==> src/rtl/fetch_pkg.sv <==
// Shared state encoding and address-alignment helpers for the fetch sequencer.
package fetch_pkg;

  typedef enum logic [2:0] {
    IDLE   = 3'd0,
    REQ    = 3'd1,
    ISSUE  = 3'd2,
    HALTED = 3'd3,
    ERR    = 3'd4
  } fetch_state_t;

  localparam int DEF_INSTR_W = 32;
  localparam int INSTR_BYTES = DEF_INSTR_W / 8;

  // Mask that clears the byte-offset bits inside one instruction word.
  function automatic logic [63:0] align_mask(input int instr_bytes);
    return ~(64'(instr_bytes) - 64'd1);
  endfunction

endpackage

==> src/rtl/fetch_if.sv <==
// Bundle of memory-side and core-side fetch signals; master is the sequencer side.
interface fetch_if #(
  parameter int ADDR_W  = 32,
  parameter int INSTR_W = 32
);
  logic [ADDR_W-1:0]  pointer;
  logic               mem_req;
  logic               mem_ack;
  logic [INSTR_W-1:0] instr_in;
  logic [INSTR_W-1:0] instr_out;
  logic               instr_valid;
  logic               core_ready;
  logic               redirect_valid;
  logic [ADDR_W-1:0]  redirect_addr;
  logic               halt;
  logic               fetch_err;

  modport master (
    output pointer, mem_req, instr_out, instr_valid, fetch_err,
    input  mem_ack, instr_in, core_ready, redirect_valid, redirect_addr, halt
  );

  modport slave (
    input  pointer, mem_req, instr_out, instr_valid, fetch_err,
    output mem_ack, instr_in, core_ready, redirect_valid, redirect_addr, halt
  );
endinterface

==> src/rtl/fetch_timer.sv <==
// Saturating wait counter; o_expire flags the last enabled cycle before LIMIT is reached.
module fetch_timer #(
  parameter int LIMIT = 16
) (
  input  logic clk,
  input  logic i_rst,
  input  logic i_clear,
  input  logic i_en,
  output logic o_expire
);
  localparam int CW = (LIMIT < 2) ? 1 : $clog2(LIMIT + 1);

  logic [CW-1:0] r_count;

  always_ff @(posedge clk) begin
    if (i_rst || i_clear) begin
      r_count <= '0;
    end else if (i_en && (r_count != CW'(LIMIT))) begin
      r_count <= r_count + CW'(1);
    end
  end

  assign o_expire = i_en && !i_clear && (r_count >= CW'(LIMIT - 1));
endmodule

==> src/rtl/fetch_sequencer.sv <==
// Instruction fetch sequencer: single-outstanding req/ack to memory, valid/ready to the core.
// Optional request timeout (ERR state, fetch_err) is built when FETCH_TIMEOUT_EN is defined.
module fetch_sequencer
  import fetch_pkg::*;
#(
  parameter int                ADDR_W       = 32,
  parameter int                INSTR_W      = 32,
  parameter logic [ADDR_W-1:0] RESET_VECTOR = '0,
  parameter int                TIMEOUT_CYC  = 16
) (
  input  logic     clk,
  input  logic     _reset,
  fetch_if.master  bus
);
  localparam int                STEP      = INSTR_W / 8;
  localparam logic [63:0]       MASK_FULL = align_mask(STEP);
  localparam logic [ADDR_W-1:0] ADDR_MASK = MASK_FULL[ADDR_W-1:0];

  fetch_state_t       r_state, w_state_next;
  logic [ADDR_W-1:0]  r_pointer, w_pointer_next;
  logic [ADDR_W-1:0]  r_redir_addr, w_redir_addr_next;
  logic [INSTR_W-1:0] r_instr_out, w_instr_out_next;
  logic               r_redir_pend, w_redir_pend_next;
  logic [ADDR_W-1:0]  w_redir_target;
  logic               w_timeout;

  assign w_redir_target = bus.redirect_addr & ADDR_MASK;

`ifdef FETCH_TIMEOUT_EN
  // Counter idles at zero outside REQ, so every entry to REQ starts a fresh wait.
  fetch_timer #(.LIMIT(TIMEOUT_CYC)) u_timer (
    .clk      (clk),
    .i_rst    (_reset),
    .i_clear  ((r_state != REQ) || bus.mem_ack),
    .i_en     (r_state == REQ),
    .o_expire (w_timeout)
  );
  assign bus.fetch_err = (r_state == ERR);
`else
  logic w_unused_timeout_cfg;
  assign w_unused_timeout_cfg = ^TIMEOUT_CYC;
  assign w_timeout            = 1'b0;
  assign bus.fetch_err        = 1'b0;
`endif

  always_comb begin
    w_state_next      = r_state;
    w_pointer_next    = r_pointer;
    w_instr_out_next  = r_instr_out;
    w_redir_pend_next = r_redir_pend;
    w_redir_addr_next = r_redir_addr;
    case (r_state)
      IDLE: w_state_next = REQ;
      REQ: begin
        if (bus.mem_ack) begin
          // Data for a redirected request is stale: drop it and re-request at the target.
          if (r_redir_pend || bus.redirect_valid) begin
            w_pointer_next    = bus.redirect_valid ? w_redir_target : r_redir_addr;
            w_redir_pend_next = 1'b0;
          end else begin
            w_instr_out_next = bus.instr_in;
            w_state_next     = ISSUE;
          end
        end else if (w_timeout) begin
          w_state_next      = ERR;
          w_redir_pend_next = 1'b0;
        end else if (bus.redirect_valid) begin
          w_redir_pend_next = 1'b1;
          w_redir_addr_next = w_redir_target;
        end
      end
      ISSUE: begin
        if (bus.redirect_valid) begin
          w_pointer_next = w_redir_target;
          w_state_next   = REQ;
        end else if (bus.core_ready) begin
          w_pointer_next = r_pointer + ADDR_W'(STEP);
          w_state_next   = bus.halt ? HALTED : REQ;
        end
      end
      HALTED, ERR: begin
        if (bus.redirect_valid) begin
          w_pointer_next = w_redir_target;
          w_state_next   = REQ;
        end
      end
      default: w_state_next = IDLE;
    endcase
  end

  always_ff @(posedge clk) begin
    if (_reset) begin
      r_state      <= IDLE;
      r_pointer    <= RESET_VECTOR;
      r_instr_out  <= '0;
      r_redir_pend <= 1'b0;
      r_redir_addr <= '0;
    end else begin
      r_state      <= w_state_next;
      r_pointer    <= w_pointer_next;
      r_instr_out  <= w_instr_out_next;
      r_redir_pend <= w_redir_pend_next;
      r_redir_addr <= w_redir_addr_next;
    end
  end

  assign bus.pointer     = r_pointer;
  assign bus.mem_req     = (r_state == REQ);
  assign bus.instr_valid = (r_state == ISSUE);
  assign bus.instr_out   = r_instr_out;
endmodule

==> src/flat_wrapper.sv <==
// flat-port wrapper written by rule: the top's interface ports become plain ports
module fetch_sequencer_flat import fetch_pkg::*;
#(
  parameter int                ADDR_W       = 32,
  parameter int                INSTR_W      = 32,
  parameter logic [ADDR_W-1:0] RESET_VECTOR = '0,
  parameter int                TIMEOUT_CYC  = 16
)
  (clk, _reset, bus_pointer, bus_mem_req, bus_instr_out, bus_instr_valid, bus_fetch_err, bus_mem_ack, bus_instr_in, bus_core_ready, bus_redirect_valid, bus_redirect_addr, bus_halt);
  fetch_if #(.ADDR_W(ADDR_W), .INSTR_W(INSTR_W)) bus_i ();
  input  logic clk;
  input  logic _reset;
  output wire logic [$bits(bus_i.pointer)-1:0] bus_pointer;
  output wire logic [$bits(bus_i.mem_req)-1:0] bus_mem_req;
  output wire logic [$bits(bus_i.instr_out)-1:0] bus_instr_out;
  output wire logic [$bits(bus_i.instr_valid)-1:0] bus_instr_valid;
  output wire logic [$bits(bus_i.fetch_err)-1:0] bus_fetch_err;
  input wire logic [$bits(bus_i.mem_ack)-1:0] bus_mem_ack;
  input wire logic [$bits(bus_i.instr_in)-1:0] bus_instr_in;
  input wire logic [$bits(bus_i.core_ready)-1:0] bus_core_ready;
  input wire logic [$bits(bus_i.redirect_valid)-1:0] bus_redirect_valid;
  input wire logic [$bits(bus_i.redirect_addr)-1:0] bus_redirect_addr;
  input wire logic [$bits(bus_i.halt)-1:0] bus_halt;
  assign bus_pointer = bus_i.pointer;
  assign bus_mem_req = bus_i.mem_req;
  assign bus_instr_out = bus_i.instr_out;
  assign bus_instr_valid = bus_i.instr_valid;
  assign bus_fetch_err = bus_i.fetch_err;
  assign bus_i.mem_ack = bus_mem_ack;
  assign bus_i.instr_in = bus_instr_in;
  assign bus_i.core_ready = bus_core_ready;
  assign bus_i.redirect_valid = bus_redirect_valid;
  assign bus_i.redirect_addr = bus_redirect_addr;
  assign bus_i.halt = bus_halt;
  fetch_sequencer #(.ADDR_W(ADDR_W), .INSTR_W(INSTR_W), .RESET_VECTOR(RESET_VECTOR), .TIMEOUT_CYC(TIMEOUT_CYC)) u_core (.clk(clk), ._reset(_reset), .bus(bus_i));
endmodule
==> config.mk <==
export PLATFORM = sky130hd
export DESIGN_NAME = fetch_sequencer_flat
export DESIGN_NICKNAME = d
export VERILOG_FILES = /design/src/rtl/fetch_pkg.sv /design/src/rtl/fetch_if.sv /design/src/rtl/fetch_timer.sv /design/src/rtl/fetch_sequencer.sv /design/src/flat_wrapper.sv
export SDC_FILE = /design/constraint.sdc
export NUM_CORES = 1
export LEC_CHECK = 0
export CORE_ASPECT_RATIO = 1.25
export CORE_MARGIN = 1.5
export CORE_UTILIZATION = 37
export DETAILED_ROUTE_END_ITERATION = 12
export MAX_ROUTING_LAYER = met4
export PLACE_DENSITY = 0.67
export SYNTH_ARGS = -nofsm -noshare
export SYNTH_HDL_FRONTEND = slang
export SYNTH_HIERARCHICAL = 1
export SYNTH_SLANG_ARGS = --single-unit
==> constraint.sdc <==
create_clock -name clk -period 2 [get_ports clk]
set_input_delay 0.6 -clock clk [delete_from_list [all_inputs] [get_ports clk]]
set_output_delay 0.6 -clock clk [all_outputs]
set_load 0.005 [all_outputs]
==> results of run 1 <==
## power groups by stage
stage	Combinational (uW)	Clock, uW	Sequential [uW]
after floorplan	305	0	2150
after global placement	730	0	2140
after detailed placement	744	0	2140
after CTS	752	1860	2100
after global routing	826	1940	2110
final	762	1830	2100
## final timing paths
kind	from	endpoint	slack [ns]	depth (start not counted)
min reg2reg	u_core/r_redir_addr[8]	u_core/r_redir_addr[8]	0.46	2
max reg2reg	u_core/bus.pointer[2]	u_core/bus.pointer[25]	0.07	6
min	u_core/r_redir_addr[8]	u_core/r_redir_addr[8]	0.46	2
max	u_core/bus.pointer[5]	bus_pointer[5]	0.04	2
## sequential cells by signal (all words and copies together) (netlist names)
| register | flops |
|---|---|
| u_core/bus.instr_out | 32 |
| u_core/bus.pointer | 32 |
| u_core/r_redir_addr | 32 |
| u_core/r_redir_pend | 1 |
| u_core/r_state | 2 |
## kinds of logic after synthesis
logic type	count (synthesis)
other	1
DFF	99
AOI/OAI and AO/OA	193
muxes	9
xor gates and xnor gates	6
and+or+nand+nor	268
buffers and inverters	60
adders and majority gates	1
## worst register-to-register path, stage by stage (launching register included)
cell	delay (ns)
dfxtp_2	0.36
buf_4	0.14
and4_2	0.27
and4_1	0.35
and3_1	0.33
a21oi_1	0.11
o32ai_1	0.26
## cell usage in the layout (no fill, tap or decap), drive strengths merged, types with 7 or more instances in the layout
cell,instances
nand2,160
clkdlybuf4s50,129
dfxtp,99
a21oi,95
buf,77
nor2,30
o21ai,26
nand3,11
a31oi,11
inv,11
clkbuf,9
nor3,9
a22o,9
a22oi,9
nand4,9
and4,8
mux2i,7
a311oi,7
nor3b,7
and2,7
## metal layers
metal / track usage (%) / up-vias / routed length, um
met5: - / - / 0
met4: 6.76 / 0 / 265
met3: 4.71 / 25 / 1040
met2: 38.8 / 223 / 7930
met1: 28.0 / 2539 / 6660
li1: - / 2585 / -
## area by class of cell
| type | instances | area, um2 |
|---|---|---|
| fill | 1216 | 5560 |
| multi-input combinational | 478 | 2650 |
| timing repair buffer | 209 | 2020 |
| sequential | 99 | 2000 |
| clock buffer | 9 | 225 |
| tap | 168 | 210 |
| clock inverter | 7 | 82.6 |
| inverter | 7 | 26.3 |
| antenna | 1 | 2.50 |
## through the flow
stage	util [%]	instance area (um2)	cells	setup slack (ns)	total power [uW]
final	56.5	7220	978	0.0447	4690
after global placement	53.2	6800	959	-0.362	2870
after CTS	55.8	7130	976	-0.0461	4710
after floorplan	-	4870	637	0.00137	2450
after detailed placement	53.2	6800	959	-0.379	2890
after global routing	56.5	7220	978	0.000477	4880
## repair_timing
item	4_1_cts	5_1_grt
setup endpoints to repair	9	38
pin swaps	0	6
resized for setup	10	24
setup buffers	1	1
==> impl_metrics.py, run 1 <==
metrics = {
    "status": {
        "status": "complete, no violations",
    },
    "floorplan": {
        "die_h_um": 131,
        "row_count": 46,
        "ios": 137,
        "core_um2": 12800,
        "die-area_um2": 13900,
        "initial_core_util_pct": 38.1,
        "die_w_um": 106,
    },
    "setup_path": {
        "critical_path.slowest_cell": "clkdlybuf4s50_1",
        "crit_type": "flip-flop to output pin",
        "crit_chain": "buf_4 -> clkdlybuf4s50_1",
        "crit_family": "buffers and inverters",
        "crit_path_max_fanout": 5,
        "cp_data_arrival_time_ns": 1.36,
        "crit_path_start_kind": "flip-flop",
        "worst_ep_required_time_ns": 1.40,
        "critPathBufInv": 2,
        "cp-end-kind": "output pin",
        "crit_path_max_incr_delay_ns": 0.49,
    },
    "drt": {
        "dr.pass1.iters": 5,
        "wirelength_um": 15900,
        "drt_iter0_markers": 333,
        "drc_errors": 0,
        "via_per_inst": 5.49,
        "wl_per_cell_um": 16.3,
        "drtAntennaViolNets": 0,
        "routed-via-count": 5372,
    },
    "synthesis": {
        "netlist_top_cells_area": "dfxtp_1, nand2_1, a21oi_1",
        "synth_top_cell_by_area": "dfxtp_1",
        "synth_top_family_by_area": "simple AND/OR/NAND/NOR gates",
        "ys.flop_type": "dfxtp_1",
        "synth_simple_gate_area_share_pct": 25.4,
        "ys_types": 56,
        "synth_top_cell_area_share_pct": 40.7,
        "synth.ff_latch_count": 99,
        "ys_warn_count": 6,
        "syn-num-nets": 708,
        "synth_fa_ha_area_share_pct": 0.257,
        "synth_mux_area_share_pct": 1.90,
        "yosys-top-cells-count": "nand2_1, dfxtp_1, a21oi_1",
        "syn_area_um2": 4870,
        "postSynthAreaPerCell_um2": 7.64,
        "yosysSeqAreaShare_pct": 40.7,
        "synth_edf_count": 0,
        "synth.most_common_cell": "nand2_1",
        "async_reset_ff_share_pct": 0,
        "synth_xor_area_share_pct": 1.08,
        "synth_compound_area_share_pct": 24.3,
        "synthCells": 637,
    },
    "sta": {
        "finalSetupViolations": 0,
        "rsz0062_at_grt": "false",
        "clock_skew_ns": 0.00879,
        "report.final.slew_viol_count": 0,
        "finalCritPeriodShare_pct": 97.8,
        "tightest_slew_ns": 0.556,
        "slew-limit-headroom_pct": 62.9,
        "timing.fmax_mhz": 511,
        "tns_ns": 0,
        "worst_hold_slack_ns": 0.455,
        "hold_viol": 0,
        "min_period_ns": 1.96,
    },
    "placed_design": {
        "gp_congestion": 0.924,
        "dp_hpwl_um": 11500,
        "port_buffers": 133,
    },
    "global_routing": {
        "grt_max_degree": 49,
        "grt_pass1_vias": 5206,
        "antenna_found_initial": 1,
        "grt_pass1_wl_um": 25500,
        "grt_overflow": 0,
        "grt.total_usage_pct": 23.2,
    },
    "pwr": {
        "pwr-share-clk_pct": 38.9,
        "power.leakage_uw": 0.00262,
        "power.internal_uw": 3450,
        "comb_power_share_pct": 16.2,
        "switching_share_pct": 26.4,
        "power.switching_uw": 1240,
        "p_per_area_nw_per_um2": 650,
        "vdd_drop_max_uv": 471,
        "seqPwrFrac_pct": 44.8,
    },
    "cts": {
        "clk_latency_ns": 0.35,
        "clock-sinks": 99,
        "hold_buffers": 0,
        "root_buffer": "clkbuf_16",
        "htreeDepth": 3,
        "cts-buffers-inserted": 9,
        "clockBufferDepth": 2,
        "clk_pin_slew_worst_paths_ns": 0.07,
        "cts_tree": "yes",
    },
    "job": {
        "cap_viol_max_count": 0,
    },
    "min_path": {
        "min_path_type": "flip-flop to flip-flop",
    },
    "layout": {
        "layout-drive-gt1-share_pct": 15.5,
        "fin_nets": 875,
        "area_delta_synth_final_pct": 48.4,
    },
}
No activity file was read; power rests on OpenSTA's default activity.
==> run 2, diff against run 1 <==
- ABC_AREA: default -> 1
- CORE_MARGIN: 1.5 -> default
- PLACE_DENSITY: 0.67 -> 0.66
- clock period: 2 -> 1.65 ns (I/O delays scaled with it)
==> impl_metrics.py, run 2 <==
metrics = {
    "status": {
        "status": "complete, no violations",
    },
    "cts": {
        "clockBufferDepth": 2,
        "root_buffer": "clkbuf_16",
        "htreeDepth": 3,
        "clk_latency_ns": 0.35,
        "clock-sinks": 99,
        "cts-buffers-inserted": 9,
        "clk_pin_slew_worst_paths_ns": 0.06,
        "cts_tree": "yes",
    },
    "layout": {
        "final_common_cell": "nand2_1",
        "final_core_util_pct": 58.2,
        "layout-drive-gt1-share_pct": 19.3,
        "antenna_cells": 0,
        "final_cell_mix": "nand2_1, nor2_1, o21ai_0, buf_4, dfxtp_1",
        "area_delta_synth_final_pct": 53.1,
        "fin_nets": 1089,
        "fin_cells": 1198,
    },
    "sta": {
        "setup_ws_ns": 0.0294,
        "min_period_ns": 1.62,
        "clock_skew_ns": 0.00722,
        "hold_viol": 0,
        "report.final.slew_viol_count": 0,
        "finalCritPeriodShare_pct": 98.2,
        "rsz0062_at_grt": "true",
        "timing.fmax_mhz": 617,
        "worst_hold_slack_ns": 0.443,
        "finalSetupViolations": 0,
    },
    "placed_design": {
        "dp_hpwl_um": 11900,
        "port_buffers": 133,
        "place_inst": 1159,
        "dp_slack_ns": -0.317,
        "gp_congestion": 0.962,
    },
    "drt": {
        "met1_length_um": 7220,
        "via_per_inst": 5.08,
        "drc_errors": 0,
        "dr.pass1.iters": 5,
        "met2_length_um": 8360,
        "wl_per_cell_um": 14.1,
        "drt_iter0_markers": 400,
        "route.met3.wl_um": 849,
        "maxUsedRoutingLayer": "met4",
        "routed-via-count": 6091,
        "wirelength_um": 16900,
        "drtAntennaViolNets": 0,
    },
    "pwr": {
        "vdd_drop_max_uv": 489,
        "p_per_area_nw_per_um2": 852,
        "power.leakage_uw": 0.00354,
    },
    "setup_path": {
        "cp-end-kind": "output pin",
        "critical_path.slowest_cell": "dfxtp_2",
        "crit_family": "flip-flops",
        "cp_data_arrival_time_ns": 1.13,
        "crit_type": "flip-flop to output pin",
        "crit_path_start_kind": "flip-flop",
        "critPathBufInv": 2,
        "crit_path_max_fanout": 4,
        "worst_ep_required_time_ns": 1.15,
        "crit_path_max_incr_delay_ns": 0.37,
        "crit_chain": "inv_2 -> nor2_4 -> buf_2",
    },
    "synthesis": {
        "ys.flop_type": "dfxtp_1",
        "syn_area_um2": 5260,
        "synth.most_common_cell": "nor2_1",
        "yosys-top-cells-count": "nor2_1, nand2_1, o21ai_0",
        "synth_top_cell_by_area": "dfxtp_1",
        "synthCells": 813,
        "synth_edf_count": 0,
        "netlist_top_cells_area": "dfxtp_1, o21ai_0, nor2_1",
        "yosysSeqAreaShare_pct": 37.7,
        "synth_top_cell_area_share_pct": 37.7,
        "syn-num-nets": 884,
        "synth.ff_latch_count": 99,
        "postSynthAreaPerCell_um2": 6.47,
        "ys_types": 33,
        "async_reset_ff_share_pct": 0,
        "ys_warn_count": 6,
    },
    "global_routing": {
        "grt_overflow": 0,
        "grt_max_degree": 42,
        "grt_pass1_wl_um": 27500,
        "grt_pass1_vias": 5889,
        "antenna_found_initial": 0,
        "grt.total_usage_pct": 24.5,
    },
    "floorplan": {
        "die_w_um": 109,
        "ios": 137,
        "die_h_um": 135,
        "core_um2": 13800,
        "row_count": 48,
        "die-area_um2": 14700,
        "initial_core_util_pct": 38.1,
    },
    "min_path": {
        "min_path_type": "flip-flop to flip-flop",
    },
    "job": {
        "cap_viol_max_count": 0,
    },
}
run 2: cell types whose count changed after synthesis, moves of 12 or more:
cell	delta
nor2_1	+127
a21oi_1	-29
buf_2	+12
o21ai_1	+16
inv_1	+51
nand3_1	+14
o21ai_0	+93
run 2: cell families (layout without fill, tap and decap cells):
| logic type | after synthesis | count (layout) | share of synthesized area, % |
|---|---|---|---|
| AO/OA/AOI/OAI | 249 | 249 | 26.1 |
| adder cells (fa/ha/maj) | 1 | 1 | 0.238 |
| other | 1 | 1 | 0.0713 |
| XOR/XNOR | 5 | 5 | 0.833 |
| buffers and inverters | 110 | 320 | 8.66 |
| flip-flops | 99 | 99 | 37.7 |
| AND/OR/NAND/NOR | 348 | 348 | 26.4 |
run 2: report_power, final:
part | total, uW | switching, uW | internal (uW)
sequential | 2800 | 146 | 2650
combinational | 1930 | 954 | 975
clock | 2120 | 905 | 1220
total | 6850 | 2000 | 4850
run 2: timing repair:
action / CTS / global route
hold buffers: 0 / 0
setup endpoints to repair: 72 / 27
pin swaps: 1 / 6
resized for setup: 123 / 44
hold endpoints to repair: 0 / 0
buffers inserted: 20 / 3
cloned: 0 / 0
run 2: worst min-delay path: cells and delay by family (launching register included):
kind	cells	cell delay, ns
and+or+nand+nor	2	0.10
DFF	1	0.31
run 2: path summary, 6_finish.rpt:
kind                                          endpoint  cells past startpoint  slack (ns)                    from
worst max-delay path                   bus_instr_valid                      3        0.03       u_core/r_state[1]
worst min-delay path            u_core/r_redir_addr[1]                      2        0.44  u_core/r_redir_addr[1]
worst max register to register  u_core/bus.pointer[27]                     12        0.07   u_core/bus.pointer[4]
worst min register to register  u_core/r_redir_addr[1]                      2        0.44  u_core/r_redir_addr[1]
run 2: layer usage:
layer	track usage, %	vias to the layer above
met4	12.1	0
met1	28.2	2776
met5	-	-
met3	3.17	30
met2	41.5	175
li1	-	3110
run 2: layout make-up:
class                           instances  area [um2]
Fill cell                            1344        5770
Multi-Input combinational cell        604        2950
Timing Repair Buffer                  242        2270
Sequential cell                        99        2080
Clock buffer                           14         254
Inverter                               62         235
Tap cell                              175         219
Clock inverter                          2        35.0
run 2: metrics by stage:
stage               cell area, um2  power (uW)  TNS, ns
floorplan                     5260        3640        0
global placement              7420        4670   -13.58
detailed placement            7420        4690   -14.30
CTS                           7870        6850        0
global route                  8050        7250  -0.0604
finish                        8050        6850        0
